--- src/rtl/sw_debouncer_pkg.sv ---
// rtl/sw_debouncer_pkg.sv - shared defaults, event encoding and helpers for the switch debouncer
`timescale 1ns/1ps

package sw_debouncer_pkg;

    localparam int SW_WIDTH             = 10;
    localparam int SW_CNT_W             = 16;
    localparam int SW_STABLE_CYCLES_HW  = 50000;
    localparam int SW_STABLE_CYCLES_SIM = 4;
    localparam int SW_EVT_CNT_W         = 8;

    typedef enum logic [1:0] {
        SW_EDGE_NONE = 2'b00,
        SW_EDGE_RISE = 2'b01,
        SW_EDGE_FALL = 2'b10
    } sw_edge_e;

    function automatic logic [SW_EVT_CNT_W-1:0] sw_evt_sat_inc(input logic [SW_EVT_CNT_W-1:0] v);
        return (v == {SW_EVT_CNT_W{1'b1}}) ? v : v + 1'b1;
    endfunction

endpackage

--- src/rtl/sw_debounce_bit.sv ---
// rtl/sw_debounce_bit.sv - one switch bit: 2-flop synchroniser, stability counter, accepted level and edge pulses
`timescale 1ns/1ps

module sw_debounce_bit
    import sw_debouncer_pkg::*;
#(
    parameter int CNT_W         = SW_CNT_W,
    parameter int STABLE_CYCLES = SW_STABLE_CYCLES_HW
) (
    input  logic clk_i,
    input  logic rst_i,
    input  logic raw_i,
    output logic sw_o,
    output logic rise_o,
    output logic fall_o
);

    localparam logic [CNT_W-1:0] CNT_LAST = CNT_W'(STABLE_CYCLES - 1);

    logic             s1_q;
    logic             s2_q;
    logic             stable_q;
    logic             stable_d;
    logic [CNT_W-1:0] cnt_q;
    logic [CNT_W-1:0] cnt_d;
    sw_edge_e         evt_q;
    sw_edge_e         evt_d;

    // Any cycle where s2 matches the accepted level restarts the count, so glitches never accumulate.
    always_comb begin
        stable_d = stable_q;
        cnt_d    = '0;
        evt_d    = SW_EDGE_NONE;
        if (s2_q != stable_q) begin
            if (cnt_q == CNT_LAST) begin
                stable_d = s2_q;
                evt_d    = s2_q ? SW_EDGE_RISE : SW_EDGE_FALL;
            end else begin
                cnt_d = cnt_q + 1'b1;
            end
        end
    end

    always_ff @(posedge clk_i or posedge rst_i) begin
        if (rst_i) begin
            s1_q     <= 1'b0;
            s2_q     <= 1'b0;
            stable_q <= 1'b0;
            cnt_q    <= '0;
            evt_q    <= SW_EDGE_NONE;
        end else begin
            s1_q     <= raw_i;
            s2_q     <= s1_q;
            stable_q <= stable_d;
            cnt_q    <= cnt_d;
            evt_q    <= evt_d;
        end
    end

    assign sw_o   = stable_q;
    assign rise_o = (evt_q == SW_EDGE_RISE);
    assign fall_o = (evt_q == SW_EDGE_FALL);

endmodule

--- src/rtl/sw_debouncer.sv ---
// rtl/sw_debouncer.sv - debounced switch bus with rise/fall pulses; SW_DEBOUNCER_EVT_CNT_EN adds io_evt_cnt
`timescale 1ns/1ps

module sw_debouncer
    import sw_debouncer_pkg::*;
#(
    parameter int WIDTH         = SW_WIDTH,
    parameter int CNT_W         = SW_CNT_W,
    parameter int STABLE_CYCLES = SW_STABLE_CYCLES_HW
) (
    input  logic                    clock,
    input  logic                    reset,
    input  logic [WIDTH-1:0]        io_sw_raw,
    output logic [WIDTH-1:0]        io_sw,
    output logic [WIDTH-1:0]        io_sw_rise,
    output logic [WIDTH-1:0]        io_sw_fall
`ifdef SW_DEBOUNCER_EVT_CNT_EN
    ,
    output logic [SW_EVT_CNT_W-1:0] io_evt_cnt
`endif
);

    for (genvar i = 0; i < WIDTH; i++) begin : g_bit
        sw_debounce_bit #(
            .CNT_W        (CNT_W),
            .STABLE_CYCLES(STABLE_CYCLES)
        ) u_bit (
            .clk_i (clock),
            .rst_i (reset),
            .raw_i (io_sw_raw[i]),
            .sw_o  (io_sw[i]),
            .rise_o(io_sw_rise[i]),
            .fall_o(io_sw_fall[i])
        );
    end

`ifdef SW_DEBOUNCER_EVT_CNT_EN
    logic [SW_EVT_CNT_W-1:0] evt_cnt_q;
    logic [SW_EVT_CNT_W-1:0] evt_cnt_d;

    // One count per pulse cycle however many bits fire together; holds at full scale.
    always_comb begin
        evt_cnt_d = evt_cnt_q;
        if (|(io_sw_rise | io_sw_fall)) begin
            evt_cnt_d = sw_evt_sat_inc(evt_cnt_q);
        end
    end

    always_ff @(posedge clock or posedge reset) begin
        if (reset) begin
            evt_cnt_q <= '0;
        end else begin
            evt_cnt_q <= evt_cnt_d;
        end
    end

    assign io_evt_cnt = evt_cnt_q;
`else
    // Without the event counter only the per-bit outputs exist.
`endif

endmodule

--- config.mk ---
export PLATFORM = sky130hd
export DESIGN_NAME = sw_debouncer
export DESIGN_NICKNAME = d
export VERILOG_FILES = /design/src/rtl/sw_debouncer_pkg.sv /design/src/rtl/sw_debounce_bit.sv /design/src/rtl/sw_debouncer.sv
export SDC_FILE = /design/constraint.sdc
export NUM_CORES = 1
export LEC_CHECK = 0
export BUFFER_PORTS_ARGS = -buffer_cell sky130_fd_sc_hd__buf_2
export CAP_MARGIN = 20
export CORE_UTILIZATION = 62
export DETAILED_ROUTE_END_ITERATION = 8
export PLACE_DENSITY_LB_ADDON = 0.2
export SYNTH_ARGS = -nofsm -noshare
export SYNTH_HDL_FRONTEND = slang
export SYNTH_SLANG_ARGS = --single-unit
--- constraint.sdc ---
create_clock -name clock -period 8.25 [get_ports clock]
set_clock_uncertainty 0.2 [all_clocks]
set_input_delay 0.825 -clock clock [delete_from_list [all_inputs] [get_ports clock]]
set_output_delay 0.825 -clock clock [all_outputs]
set_load 0.005 [all_outputs]
# Yosys cells after proc, flatten, opt, wreduce, memory -nomap -nowiden
# Index checks and enable logic that the tools add are counted.
# Widths: inputs -> output; s select.
# word_totals
out_inout_bits	30
in_bits	12
wordCells	160
reg_bits	210
# op_classes
muxes	50
n_addsub	10
n_eq_ne	40
n_reduce_logical	10
# ops
operator	count
$mux 16	20
$add 16x1->16 const B	10
$eq 16x16->1 const B	10
$mux 2	30
$eq 2x1->1 const B	10
$eq 2x2->1 const B	10
$reduce_and 2->1	10
$ne 1x1->1	10

# Depth between registers and ports, before layout
# Gate-level depths: netlist of run 1.
# logic_depth
word_depth	3
ltp_mapped	6

# Cells and area by module
# Synthesis of run 1 repeated with hierarchy kept, for this count alone.
# unflattened
hier_cells	910
area_unflattened_um2	10009.6
# modules_own_cells
module	area_each_um2	seq_area_each_um2	instances	cells_each
sw_debounce_bit	1001.0	525.5	10	91

# Worst setup path before layout of run 1
# No wires, ideal clock.
# synth_timing
kind	reg-to-reg
startpoint	register g_bit[7].u_bit.cnt_q[5]
endpoint	register g_bit[7].u_bit.stable_q
arrival_time_ns	1.809
path_stages_with_launch	4
period_less_slack_ns	2.134
setup_slack_ns	6.116
required_ns	7.925
cell_sequence	dfrtp_1 -> or4b_1 -> or4_4 -> mux2_4
# synth_via
elab_chain_len	2
# synth_lines
element	line	text
start, declared	sw_debounce_bit.sv:24	logic [CNT_W-1:0] cnt_q;
start signal, assigned	sw_debounce_bit.sv:55	cnt_q <= cnt_d;
$eq 16x16->1	sw_debounce_bit.sv:35	if (cnt_q == CNT_LAST) begin
$reduce_and 2->1 (no line)	-	
end signal, assigned	sw_debounce_bit.sv:54	stable_q <= stable_d;
end, declared	sw_debounce_bit.sv:22	logic stable_q;
# No other way between the ends.
# A chain may end at the register's enable or synchronous reset.

# Worst setup path in the final report of run 1
# Same ends and word-level chain as after synthesis.

==> results.txt, run 1 <==
----------------------------------------------------
[Drt]
  Routed Wire Length ... 16.1 mm
  Vias per cell ... 5.50
  Pre-Repair DR Iteration Count ... 4
  Detail Route Antenna Nets ... 0
  Number of vias in the routed layout ... 6516
  Violation count after the first detailed-routing iteration ... 356
  Number of remaining DRC errors ... 0
  Detailed-route wire length per cell ... 13.6 um

[Global routing]
  Overall track demand over capacity in global routing ... 0.212
  First-pass GRT wire length ... 28.5 mm
  Antenna violations before repair ... 0
  Sum of overflow across all layers after global routing ... 0
  Pin count of the biggest net entering global routing ... 137
  Number of global-route vias before repair ... 6292

[Die]
  Effective utilization at floorplan ... 0.639
  Die Outline Area ... 16200 um2
  Standard cell core area ... 15300 um2
  I/O pins ... 42
  Number of placement rows ... 45
  Floorplan die height ... 127 um
  Die extent in x ... 127 um

[Logic synthesis]
  Sequential cell area fraction in the yosys report ... 0.539
  Post-synthesis cell type with the largest combined area ... sky130_fd_sc_hd__dfrtp_1
  Yosys warns ... 0
  Post-synthesis register bit count ... 210
  Number of distinct library cells after synthesis ... 32
  Syn Inst Count ... 936
  Cell Area, Synth ... 9750 um2
  Synthesized Nets ... 958
  Post-synthesis average cell area ... 10.4 um2
  Top post-synthesis cells by area ... sky130_fd_sc_hd__dfrtp_1 54%, sky130_fd_sc_hd__xnor2_1 11%, sky130_fd_sc_hd__nor2_1 6.7%
  Share of the synthesized area in the top cell type ... 0.539

[Clock network]
  Worst skew pair latency ... 500 ps
  Number of gates given a new drive strength after cts ... 0
  Clock tree from TritonCTS ... yes
  Clock Root Buffer ... sky130_fd_sc_hd__clkbuf_16
  Clock H-tree levels ... 1
  TritonCTS Buffers ... 23
  Post-CTS setup-driven buffer insertion count ... 0
  CTS Hold Buffers Added ... 0
  Clock sink total ... 210
  Maximum clock path buffer count ... 3
  Clk slew on worst S/H paths ... 50 ps

[Hold path]
  Startpoint of the tightest hold check path ... g_bit[7].u_bit.s1_q
  Classification of the worst-slack hold path ... reg2reg
  Number of cells on the worst hold path ... 0
  Hold path endpoint ... g_bit[7].u_bit.s2_q

[Layout]
  Filler Cell Count ... 1167
  Leading cell type in the layout, fill and taps excluded ... sky130_fd_sc_hd__dfrtp_1
  Leading cell types in the layout, fill and taps excluded ... 210 x sky130_fd_sc_hd__dfrtp_1, 173 x sky130_fd_sc_hd__nor2_1, 118 x sky130_fd_sc_hd__xnor2_1
  Flip-flop and latch area ... 5260 um2
  Area of combinational cells with multiple inputs ... 4110 um2
  Final layout net count ... 981
  Antenna cells ... 0
  Area Overhead vs Synth ... 9.15%
  Layout cell share with drive strength beyond 1 ... 0.0935

[Pwr]
  Logic gate share of total power ... 0.027
  Switching power share of the total ... 0.211
  Leak ... 4.41 nW
  Switching component of the power ... 0.435 mW
  Total power ... 2.06 mW
  Power per standard cell area ... 194 nW/um2
  Fraction of power consumed by the clock network ... 0.456
  Internal power ... 1.63 mW
  Max IR drop VDD ... 0.000191 V
  Relative contribution of sequential cells to total power ... 0.517

[Setup path]
  Critical path's largest stage delay ... 610 ps
  Critical path type ... reg2reg
  Worst R2R Setup Slack ... 6030 ps
  Worst reg2reg endpoint ... g_bit[7].u_bit.sw_o
  Critical Path Start Type ... flip-flop
  Launching point of the worst reg2reg path ... g_bit[7].u_bit.cnt_q[5]
  CP Cell Sequence ... or4b_1, or4_4, mux2_4
  Arrival time reported for the critical path endpoint ... 2400 ps
  Slowest library cell on the worst path ... sky130_fd_sc_hd__or4_4
  Required time at the worst-slack endpoint ... 8420 ps
  R2R depth ... 3
  Sum of buffers and inverters on the critical path ... 0
  Worst Setup End Kind ... flip-flop
  Maximum fanout along the worst path ... 6
  Crit-path leading delay family ... simple AND/OR/NAND/NOR gates

[Place]
  Post-placement worst setup slack ... 5440 ps
  Number of input and output port buffers inserted ... 41
  Weighted congestion reported at the end of routability-driven placement ... 0.844
  DP Wirelength ... 10.6 mm

[STA]
  Fmax ... 450 MHz
  Final critical path time including I/O delays and setup ... 2220 ps
  Worst relative slew slack ... 0.413
  Final setup violating endpoints ... 0
  Number of hold-slack violations in the final timing report ... 0
  RSZ-0062 raised after global routing ... no
  Final worst-path setup slack ... 6030 ps
  Fraction of the cycle the final worst path needs ... 0.270
  Pins over their slew limit ... 0
  Setup TNS Final ... 0 ps
  Worst Tran Pin Value ... 881 ps

[Outcome]
  Status ... finished, final reports clean

[Flow run]
  Max Cap Viol ... 0

----------------------------------------------------
sequential cells by signal (all words and copies together), names as in the netlist:
signal	cells
g_bit.u_bit.evt_q	20
g_bit.u_bit.sw_o	10
g_bit.u_bit.cnt_q	160
g_bit.u_bit.s2_q	10
g_bit.u_bit.s1_q	10
layer usage:
metal | global-route usage | vias to the layer above | share of wire
li1 | - | 3231 | -
met1 | 0.303 | 3147 | 0.48
met2 | 0.335 | 111 | 0.46
met3 | 0.0343 | 27 | 0.038
met4 | 0.0623 | 0 | 0.020
met5 | 0 | - | 0
final cells by class:
| cell class | count | share of cell area |
|---|---|---|
| clock buffers | 35 | 0.0639 |
| inverters | 25 | 0.00952 |
| repair buffers | 42 | 0.0200 |
| multi-input cells | 657 | 0.386 |
| well taps | 211 | 0.0248 |
| flip-flops and latches | 210 | 0.494 |
| clock inverters | 4 | 0.00188 |
stage by stage:
stage | hold WS, ps | cells | instance area [um2] | utilization
floorplan | 131 | 936 | 9750 | -
global placement | 131 | 1145 | 9940 | 0.652
detailed placement | 137 | 1145 | 9940 | 0.652
CTS | 150 | 1184 | 10600 | 0.698
global route | 153 | 1184 | 10600 | 0.698
finish | 147 | 1184 | 10600 | 0.698
worst register-to-register path: stages, from the launching register on:
cell	delay (ps)
sky130_fd_sc_hd__dfrtp_1	450
sky130_fd_sc_hd__or4b_1	540
sky130_fd_sc_hd__or4_4	610
sky130_fd_sc_hd__mux2_4	320
worst max path at each step:
stage,end,slack [ps],from,cells past startpoint
after floorplan,g_bit[0].u_bit.cnt_q[0],1490,reset,1
after detailed placement,g_bit[2].u_bit.cnt_q[8],5440,reset,3
after CTS,g_bit[2].u_bit.cnt_q[5],5980,reset,3
final,g_bit[7].u_bit.sw_o,6030,g_bit[7].u_bit.cnt_q[5],3
after global routing,g_bit[3].u_bit.sw_o,5740,reset,3
after global placement,g_bit[2].u_bit.cnt_q[8],5470,reset,3
power groups by stage:
stage	registers (mW)	logic, mW	clock network, mW
floorplan	1.08	0.0443	0
global placement	1.08	0.0566	0
detailed placement	1.08	0.0578	0
CTS	1.07	0.0578	0.966
global route	1.07	0.0654	1.01
finish	1.07	0.0550	0.941
cell usage after synthesis:
cell type and instances:
sky130_fd_sc_hd__mux2_2 8, sky130_fd_sc_hd__or4b_1 4, sky130_fd_sc_hd__nand2_1 39, sky130_fd_sc_hd__nor4bb_1 16, sky130_fd_sc_hd__nand2_4 2, sky130_fd_sc_hd__or4_4 2, sky130_fd_sc_hd__nand4b_1 3, sky130_fd_sc_hd__inv_1 25
sky130_fd_sc_hd__clkbuf_1 12, sky130_fd_sc_hd__o31ai_1 2, sky130_fd_sc_hd__nor4b_1 8, sky130_fd_sc_hd__mux2_4 2, sky130_fd_sc_hd__and4_1 1, sky130_fd_sc_hd__dfrtp_1 210, sky130_fd_sc_hd__nor3b_1 20, sky130_fd_sc_hd__nor4_1 32
sky130_fd_sc_hd__ha_1 10, sky130_fd_sc_hd__xor2_1 30, sky130_fd_sc_hd__nor3_1 42, sky130_fd_sc_hd__or2_0 1, sky130_fd_sc_hd__or4_1 2, sky130_fd_sc_hd__nor2b_1 20, sky130_fd_sc_hd__xnor2_1 118, sky130_fd_sc_hd__buf_4 30
sky130_fd_sc_hd__buf_6 2, sky130_fd_sc_hd__and3_1 15, sky130_fd_sc_hd__nand3_1 49, sky130_fd_sc_hd__nor2_1 173, sky130_fd_sc_hd__nand4_1 54, sky130_fd_sc_hd__a21oi_1 2, sky130_fd_sc_hd__nand3b_1 1, sky130_fd_sc_hd__and3_2 1
cells by family after synthesis:
| logic type | synth area share |
|---|---|
| XOR/XNOR | 0.133 |
| multiplexers | 0.0123 |
| AND/OR/NAND/NOR | 0.261 |
| AO/OA/AOI/OAI | 0.00257 |
| flip-flops | 0.539 |
| buffers and inverters | 0.0396 |
| adder cells (fa/ha/maj) | 0.0128 |
No activity file was read; power rests on OpenSTA's default activity.
==> run 2, diff against run 1 <==
--- a/config.mk
+++ b/config.mk
@@ -5,6 +5,7 @@
 export SDC_FILE = /design/constraint.sdc
 export NUM_CORES = 1
 export LEC_CHECK = 0
+export ABC_AREA = 1
 export BUFFER_PORTS_ARGS = -buffer_cell sky130_fd_sc_hd__buf_2
 export CAP_MARGIN = 20
 export CORE_UTILIZATION = 62
==> constraint.sdc (replaced) <==
create_clock -name clock -period 2.26 [get_ports clock]
set_clock_uncertainty 0.2 [all_clocks]
set_input_delay 0.226 -clock clock [delete_from_list [all_inputs] [get_ports clock]]
set_output_delay 0.226 -clock clock [all_outputs]
set_load 0.005 [all_outputs]
==> results.txt, run 2 <==
----------------------------------------------------
[Outcome]
  Status ... finished, final reports clean

[STA]
  Fmax ... 593 MHz
  Worst Tran Pin Value ... 615 ps
  Number of hold-slack violations in the final timing report ... 0
  Final setup violating endpoints ... 0
  Pins over their slew limit ... 0
  Fraction of the cycle the final worst path needs ... 0.746
  RSZ-0062 raised after global routing ... no
  Worst relative slew slack ... 0.589
  Setup TNS Final ... 0 ps
  Hold Slack ... 146 ps
  Final worst-path setup slack ... 575 ps
  Final critical path time including I/O delays and setup ... 1690 ps

[Pwr]
  Leak ... 5.70 nW
  Max IR drop VDD ... 0.000558 V
  Power per standard cell area ... 660 nW/um2
  Total power ... 7.93 mW

[Layout]
  Layout cell share with drive strength beyond 1 ... 0.0905
  Registers with the most flip-flops ... g_bit.u_bit.cnt_q (160), g_bit.u_bit.evt_q (20)
  Leading cell types in the layout, fill and taps excluded ... 387 x sky130_fd_sc_hd__nor2_1, 229 x sky130_fd_sc_hd__nand2_1, 210 x sky130_fd_sc_hd__dfrtp_1
  Number of flip-flops under the largest register name ... 160
  Area of combinational cells with multiple inputs ... 4710 um2
  Register with the most flip-flops ... g_bit.u_bit.cnt_q
  Leading cell type in the layout, fill and taps excluded ... sky130_fd_sc_hd__nor2_1
  Antenna cells ... 0
  Filler Cell Count ... 1400
  Area Overhead vs Synth ... 10.7%
  Final layout net count ... 1455
  Flip-flop and latch area ... 5260 um2

[Drt]
  Pre-Repair DR Iteration Count ... 7
  Met3 routed wirelength ... 825 um
  Vias per cell ... 5.10
  Detailed-route wire length per cell ... 12.1 um
  Detail Route Antenna Nets ... 0
  Met2 layer wire length in the routed design ... 9.75 mm
  Number of vias in the routed layout ... 8537
  Top routing layer used ... met4
  Routed Wire Length ... 20.2 mm
  Violation count after the first detailed-routing iteration ... 433
  Number of remaining DRC errors ... 0
  Met1 wire length ... 9.38 mm

[Setup path]
  Arrival time reported for the critical path endpoint ... 1910 ps
  Sum of buffers and inverters on the critical path ... 0
  Worst Setup End Kind ... flip-flop
  Slowest library cell on the worst path ... sky130_fd_sc_hd__dfrtp_1
  Critical path type ... reg2reg
  Critical path's largest stage delay ... 410 ps
  Required time at the worst-slack endpoint ... 2480 ps
  Maximum fanout along the worst path ... 8
  Crit-path leading delay family ... simple AND/OR/NAND/NOR gates
  CP Cell Sequence ... ha_1, nand3_1, nor2_1, nand2_1, nand2_1, nor2_1
  Critical Path Start Type ... flip-flop

[Place]
  Weighted congestion reported at the end of routability-driven placement ... 0.896
  Number of input and output port buffers inserted ... 41
  DP Wirelength ... 14.1 mm
  Post-placement worst setup slack ... 606 ps

[Logic synthesis]
  Simple-gate share of the synthesized area ... 0.333
  Share of the synthesized area in the top cell type ... 0.484
  Share of cell area taken by muxes after synthesis ... 0
  Most numerous cell types in the synthesized netlist ... 387 x sky130_fd_sc_hd__nor2_1, 229 x sky130_fd_sc_hd__nand2_1, 210 x sky130_fd_sc_hd__dfrtp_1, 158 x sky130_fd_sc_hd__inv_1, 130 x sky130_fd_sc_hd__nand3_1
  Asr flop ratio synth ... 1.00
  Most common cell in the synthesized netlist ... sky130_fd_sc_hd__nor2_1
  Share of the synthesized area in compound gates (AO/OA/AOI/OAI) ... 0.0336
  Primary FF master, synth ... sky130_fd_sc_hd__dfrtp_1
  Synthesized Nets ... 1413
  Combinational family with the most area after synthesis ... simple AND/OR/NAND/NOR gates
  Post-synthesis register bit count ... 210
  Cell Area, Synth ... 10900 um2
  Number of flops mapped to enable cells by yosys ... 0
  Post-synthesis cell type with the largest combined area ... sky130_fd_sc_hd__dfrtp_1
  Number of distinct library cells after synthesis ... 31
  Adder and majority gate portion of the synthesized area ... 0.0115
  Top post-synthesis cells by area ... sky130_fd_sc_hd__dfrtp_1 48%, sky130_fd_sc_hd__nor2_1 13%, sky130_fd_sc_hd__nand2_1 7.9%
  Parity-gate share of the synthesized area counting xor and xnor cells ... 0.0557
  Yosys warns ... 0
  Syn Inst Count ... 1391
  Sequential cell area fraction in the yosys report ... 0.484
  Post-synthesis average cell area ... 7.81 um2

[Global routing]
  First-pass GRT wire length ... 35.2 mm
  Number of global-route vias before repair ... 8099
  Pin count of the biggest net entering global routing ... 63
  Sum of overflow across all layers after global routing ... 0
  Antenna violations before repair ... 0
  Overall track demand over capacity in global routing ... 0.234

[Clock network]
  Clk slew on worst S/H paths ... 60 ps
  Clock Root Buffer ... sky130_fd_sc_hd__clkbuf_16
  Number of gates given a new drive strength after cts ... 0
  Clock H-tree levels ... 1
  Clock sink total ... 210
  Worst skew pair latency ... 500 ps
  Clock tree from TritonCTS ... yes
  Maximum clock path buffer count ... 3
  TritonCTS Buffers ... 23

[Die]
  Number of placement rows ... 48
  Die extent in x ... 134 um
  I/O pins ... 42
  Floorplan die height ... 134 um
  Die Outline Area ... 18000 um2
  Effective utilization at floorplan ... 0.632
  Standard cell core area ... 17200 um2

[Hold path]
  Classification of the worst-slack hold path ... in2async

[Flow run]
  Max Cap Viol ... 0

----------------------------------------------------
==> run 2: power by group <==
group	total, mW	internal, mW	switching [mW]
combinational	0.281	0.0945	0.186
sequential	3.88	3.82	0.0547
clock	3.78	2.33	1.44
==> run 2: what timing repair did <==
action                                 in CTS  in global routing
setup buffers                               0                  0
setup endpoints to repair                   0                  0
hold buffers                               11                  0
endpoints found under the hold margin      32                  0
==> run 2: worst reg2reg max path, cell delays in order, from the launching register on <==
cell,delay (ps)
sky130_fd_sc_hd__dfrtp_1,410
sky130_fd_sc_hd__ha_1,240
sky130_fd_sc_hd__nand3_1,140
sky130_fd_sc_hd__nor2_1,60
sky130_fd_sc_hd__nand2_1,200
sky130_fd_sc_hd__nand2_1,200
sky130_fd_sc_hd__nor2_1,150
==> run 2: final cells by class <==
cell class	count	share of cell area
inverters	163	0.0514
well taps	225	0.0234
flip-flops and latches	210	0.437
clock buffers	30	0.0534
multi-input cells	979	0.392
repair buffers	56	0.0319
clock inverters	10	0.0110
==> run 2: logic make-up after synthesis <==
group	after synthesis
buf+inv	202
xor+xnor	69
flops	210
fa+ha+maj	10
simple gates	840
compound gates	60
==> run 2: worst paths after layout <==
| kind | cells after the start | slack [ps] | from | end |
|---|---|---|---|---|
| worst min register to register | 0 | 150 | g_bit[5].u_bit.s1_q | g_bit[5].u_bit.s2_q |
| worst max register to register | 6 | 570 | g_bit[7].u_bit.cnt_q[0] | g_bit[7].u_bit.cnt_q[1] |
| max in group asynchronous | 4 | 1000 | reset | g_bit[5].u_bit.cnt_q[11] |
| worst max-delay path | 6 | 570 | g_bit[7].u_bit.cnt_q[0] | g_bit[7].u_bit.cnt_q[1] |
| min in group clock | 0 | 150 | g_bit[5].u_bit.s1_q | g_bit[5].u_bit.s2_q |
| worst min-delay path | 3 | 150 | reset | g_bit[3].u_bit.s1_q |
==> run 2: through the flow <==
step	instance area [um2]	std cells	util
floorplan	10900	1391	-
global placement	11100	1622	0.648
detailed placement	11100	1622	0.648
CTS	12000	1673	0.700
global route	12000	1673	0.700
finish	12000	1673	0.700
==> run 2: routing by layer <==
layer  vias to the layer above  track usage
li1                       4411            -
met1                      3953        0.310
met2                       150        0.404
met3                        23       0.0325
met4                         0       0.0605
met5                         -            0
==> run 3, diff against run 2 <==
--- a/config.mk
+++ b/config.mk
@@ -5,10 +5,10 @@
 export SDC_FILE = /design/constraint.sdc
 export NUM_CORES = 1
 export LEC_CHECK = 0
-export ABC_AREA = 1
+export ABC_AREA = 0
 export BUFFER_PORTS_ARGS = -buffer_cell sky130_fd_sc_hd__buf_2
 export CAP_MARGIN = 20
-export CORE_UTILIZATION = 62
+export CORE_UTILIZATION = 56
 export DETAILED_ROUTE_END_ITERATION = 8
 export PLACE_DENSITY_LB_ADDON = 0.2
 export SYNTH_ARGS = -nofsm -noshare
==> constraint.sdc (replaced) <==
create_clock -name clock -period 1.4 [get_ports clock]
set_clock_uncertainty 0.2 [all_clocks]
set_input_delay 0.14 -clock clock [delete_from_list [all_inputs] [get_ports clock]]
set_output_delay 0.14 -clock clock [all_outputs]
set_load 0.005 [all_outputs]
==> results.txt, run 3 (synthesis results as in run 1) <==
----------------------------------------------------
[Outcome]
  Status ... complete, but fails checks
  Failing checks ... negative setup slack

[STA]
  Number of hold-slack violations in the final timing report ... 0
  Final worst-path setup slack ... -822 ps
  Fraction of the cycle the final worst path needs ... 1.59
  Worst Tran Pin Value ... 943 ps
  Setup TNS Final ... -80480 ps
  Final setup violating endpoints ... 215
  Fmax ... 450 MHz
  Pins over their slew limit ... 0
  Final critical path time including I/O delays and setup ... 2220 ps
  RSZ-0062 raised after global routing ... yes
  Worst relative slew slack ... 0.369

[Setup path]
  Worst Setup End Kind ... flip-flop
  Worst R2R Setup Slack ... -820 ps
  Launching point of the worst reg2reg path ... g_bit[5].u_bit.cnt_q[4]
  R2R depth ... 4
  Maximum fanout along the worst path ... 4
  Critical path type ... reg2reg
  Worst reg2reg endpoint ... g_bit[5].u_bit.evt_q[0]
  Arrival time reported for the critical path endpoint ... 2450 ps
  Critical Path Start Type ... flip-flop
  Required time at the worst-slack endpoint ... 1630 ps

[Die]
  Die Outline Area ... 17900 um2
  Floorplan die height ... 134 um
  Standard cell core area ... 16800 um2
  I/O pins ... 42
  Die extent in x ... 134 um
  Number of placement rows ... 47
  Effective utilization at floorplan ... 0.580

[Drt]
  Vias per cell ... 5.98
  Routed Wire Length ... 33.3 mm
  Number of vias in the routed layout ... 9218
  Violation count after the first detailed-routing iteration ... 656
  Pre-Repair DR Iteration Count ... 5
  Met2 layer wire length in the routed design ... 17.6 mm
  Met3 routed wirelength ... 1.87 mm
  Number of remaining DRC errors ... 0
  Met1 wire length ... 11.9 mm
  Detail Route Antenna Nets ... 0
  Detailed-route wire length per cell ... 21.6 um
  Top routing layer used ... met4

[Pwr]
  Leak ... 6.61 nW
  Max IR drop VDD ... 0.00118 V
  Power per standard cell area ... 917 nW/um2

[Layout]
  Register with the most flip-flops ... g_bit.u_bit.cnt_q
  Area Overhead vs Synth ... 58.1%
  Filler Cell Count ... 579
  Number of flip-flops under the largest register name ... 160
  Flip-flop and latch area ... 5260 um2
  Antenna cells ... 0
  Area of combinational cells with multiple inputs ... 5770 um2
  Number of non-filler instances in the completed layout ... 1541
  Leading cell type in the layout, fill and taps excluded ... sky130_fd_sc_hd__buf_4
  Final layout net count ... 1326
  Layout cell share with drive strength beyond 1 ... 0.537
  Registers with the most flip-flops ... g_bit.u_bit.cnt_q (160), g_bit.u_bit.evt_q (20)
  Leading cell types in the layout, fill and taps excluded ... 283 x sky130_fd_sc_hd__buf_4, 208 x sky130_fd_sc_hd__dfrtp_1, 104 x sky130_fd_sc_hd__xnor2_1
  Cell area after layout ... 15400 um2

[Place]
  Number of input and output port buffers inserted ... 41
  Cell total after placement ... 1403
  Weighted congestion reported at the end of routability-driven placement ... 0.841
  DP Wirelength ... 13.7 mm
  Placement Cell Area ... 12100 um2

[Global routing]
  Overall track demand over capacity in global routing ... 0.285
  First-pass GRT wire length ... 41.3 mm
  Number of global-route vias before repair ... 8857
  Pin count of the biggest net entering global routing ... 44
  Sum of overflow across all layers after global routing ... 0
  Antenna violations before repair ... 0

[Flow run]
  Max Cap Viol ... 0

[Clock network]
  Clk slew on worst S/H paths ... 70 ps
  Maximum clock path buffer count ... 3
  Worst skew pair latency ... 520 ps
  Clock H-tree levels ... 1
  Clock tree from TritonCTS ... yes
  Clock Root Buffer ... sky130_fd_sc_hd__clkbuf_16
  Clock sink total ... 210
  TritonCTS Buffers ... 23

[Hold path]
  Classification of the worst-slack hold path ... in2async

----------------------------------------------------
[run 3: cell types whose count changed in the layout (fill, tap and decap cells not counted), moves of 33 or more]
cell                      previous run  this run
sky130_fd_sc_hd__nor2_1            387        44
sky130_fd_sc_hd__buf_4               1       283
sky130_fd_sc_hd__nand2_1           229        31
sky130_fd_sc_hd__inv_1             157        24
sky130_fd_sc_hd__nand3_1           130        40
sky130_fd_sc_hd__nor2_2              5        86
sky130_fd_sc_hd__xnor2_1            24       104
sky130_fd_sc_hd__buf_6               0        39
sky130_fd_sc_hd__nor2_4              6        43
sky130_fd_sc_hd__nand4_1            21        54
[run 3: worst max-delay path, cell delays in order, from the launching register on]
cell and delay [ps]:
sky130_fd_sc_hd__dfrtp_1 410, sky130_fd_sc_hd__or4b_1 560, sky130_fd_sc_hd__or4_4 580, sky130_fd_sc_hd__buf_4 170
sky130_fd_sc_hd__nor3b_2 200
[run 3: worst max-delay path by stage]
| stage | startpoint | end | slack [ps] |
|---|---|---|---|
| 2_1_floorplan | reset | g_bit[0].u_bit.cnt_q[0] | -1670 |
| 5_1_grt | g_bit[5].u_bit.cnt_q[10] | g_bit[5].u_bit.cnt_q[10] | -820 |
| 4_1_cts | g_bit[7].u_bit.cnt_q[13] | g_bit[7].u_bit.cnt_q[12] | -710 |
| 6_report | g_bit[5].u_bit.cnt_q[4] | g_bit[5].u_bit.evt_q[0] | -820 |
| 3_3_place_gp | g_bit[7].u_bit.cnt_q[13] | g_bit[7].u_bit.sw_o | -710 |
| 3_5_place_dp | g_bit[7].u_bit.cnt_q[13] | g_bit[7].u_bit.sw_o | -720 |
[run 3: final cells by class]
cell class / instances / share of cell area
Timing Repair Buffer: 385 / 0.206
Sequential cell: 210 / 0.341
Tap cell: 220 / 0.0178
Inverter: 25 / 0.00633
Clock inverter: 12 / 0.0139
Multi-Input combinational cell: 659 / 0.374
Clock buffer: 30 / 0.0416
[run 3: metal layers]
metal,global-route usage,up-vias
li1,-,3944
met2,0.526,512
met1,0.336,4595
met3,0.0367,167
met4,0.109,0
met5,0,-
[run 3: power by group]
group / leakage (nW) / internal [mW] / switching, mW
clock network: 0.425 / 4.34 / 2.62
registers: 2.86 / 6.17 / 0.104
logic: 3.33 / 0.432 / 0.490
[run 3: what timing repair did]
action,CTS,global route
hold buffers,11,0
buffers inserted,47,37
cloned,6,0
endpoints found under the hold margin,220,0
endpoints found under the setup margin,220,219
resized for setup,195,186
pin swaps,75,79
[run 3: metrics by stage]
stage                     setup slack, ps  hold WS, ps  utilization  total power, mW
final                                -822         53.0        0.917             14.2
after global routing                 -823         62.7        0.917             14.5
after CTS                            -708         38.7        0.856             13.9
after detailed placement             -722         35.0        0.720             6.98
after global placement               -712         32.8        0.720             6.96
after floorplan                     -1670        -28.6            -             6.68
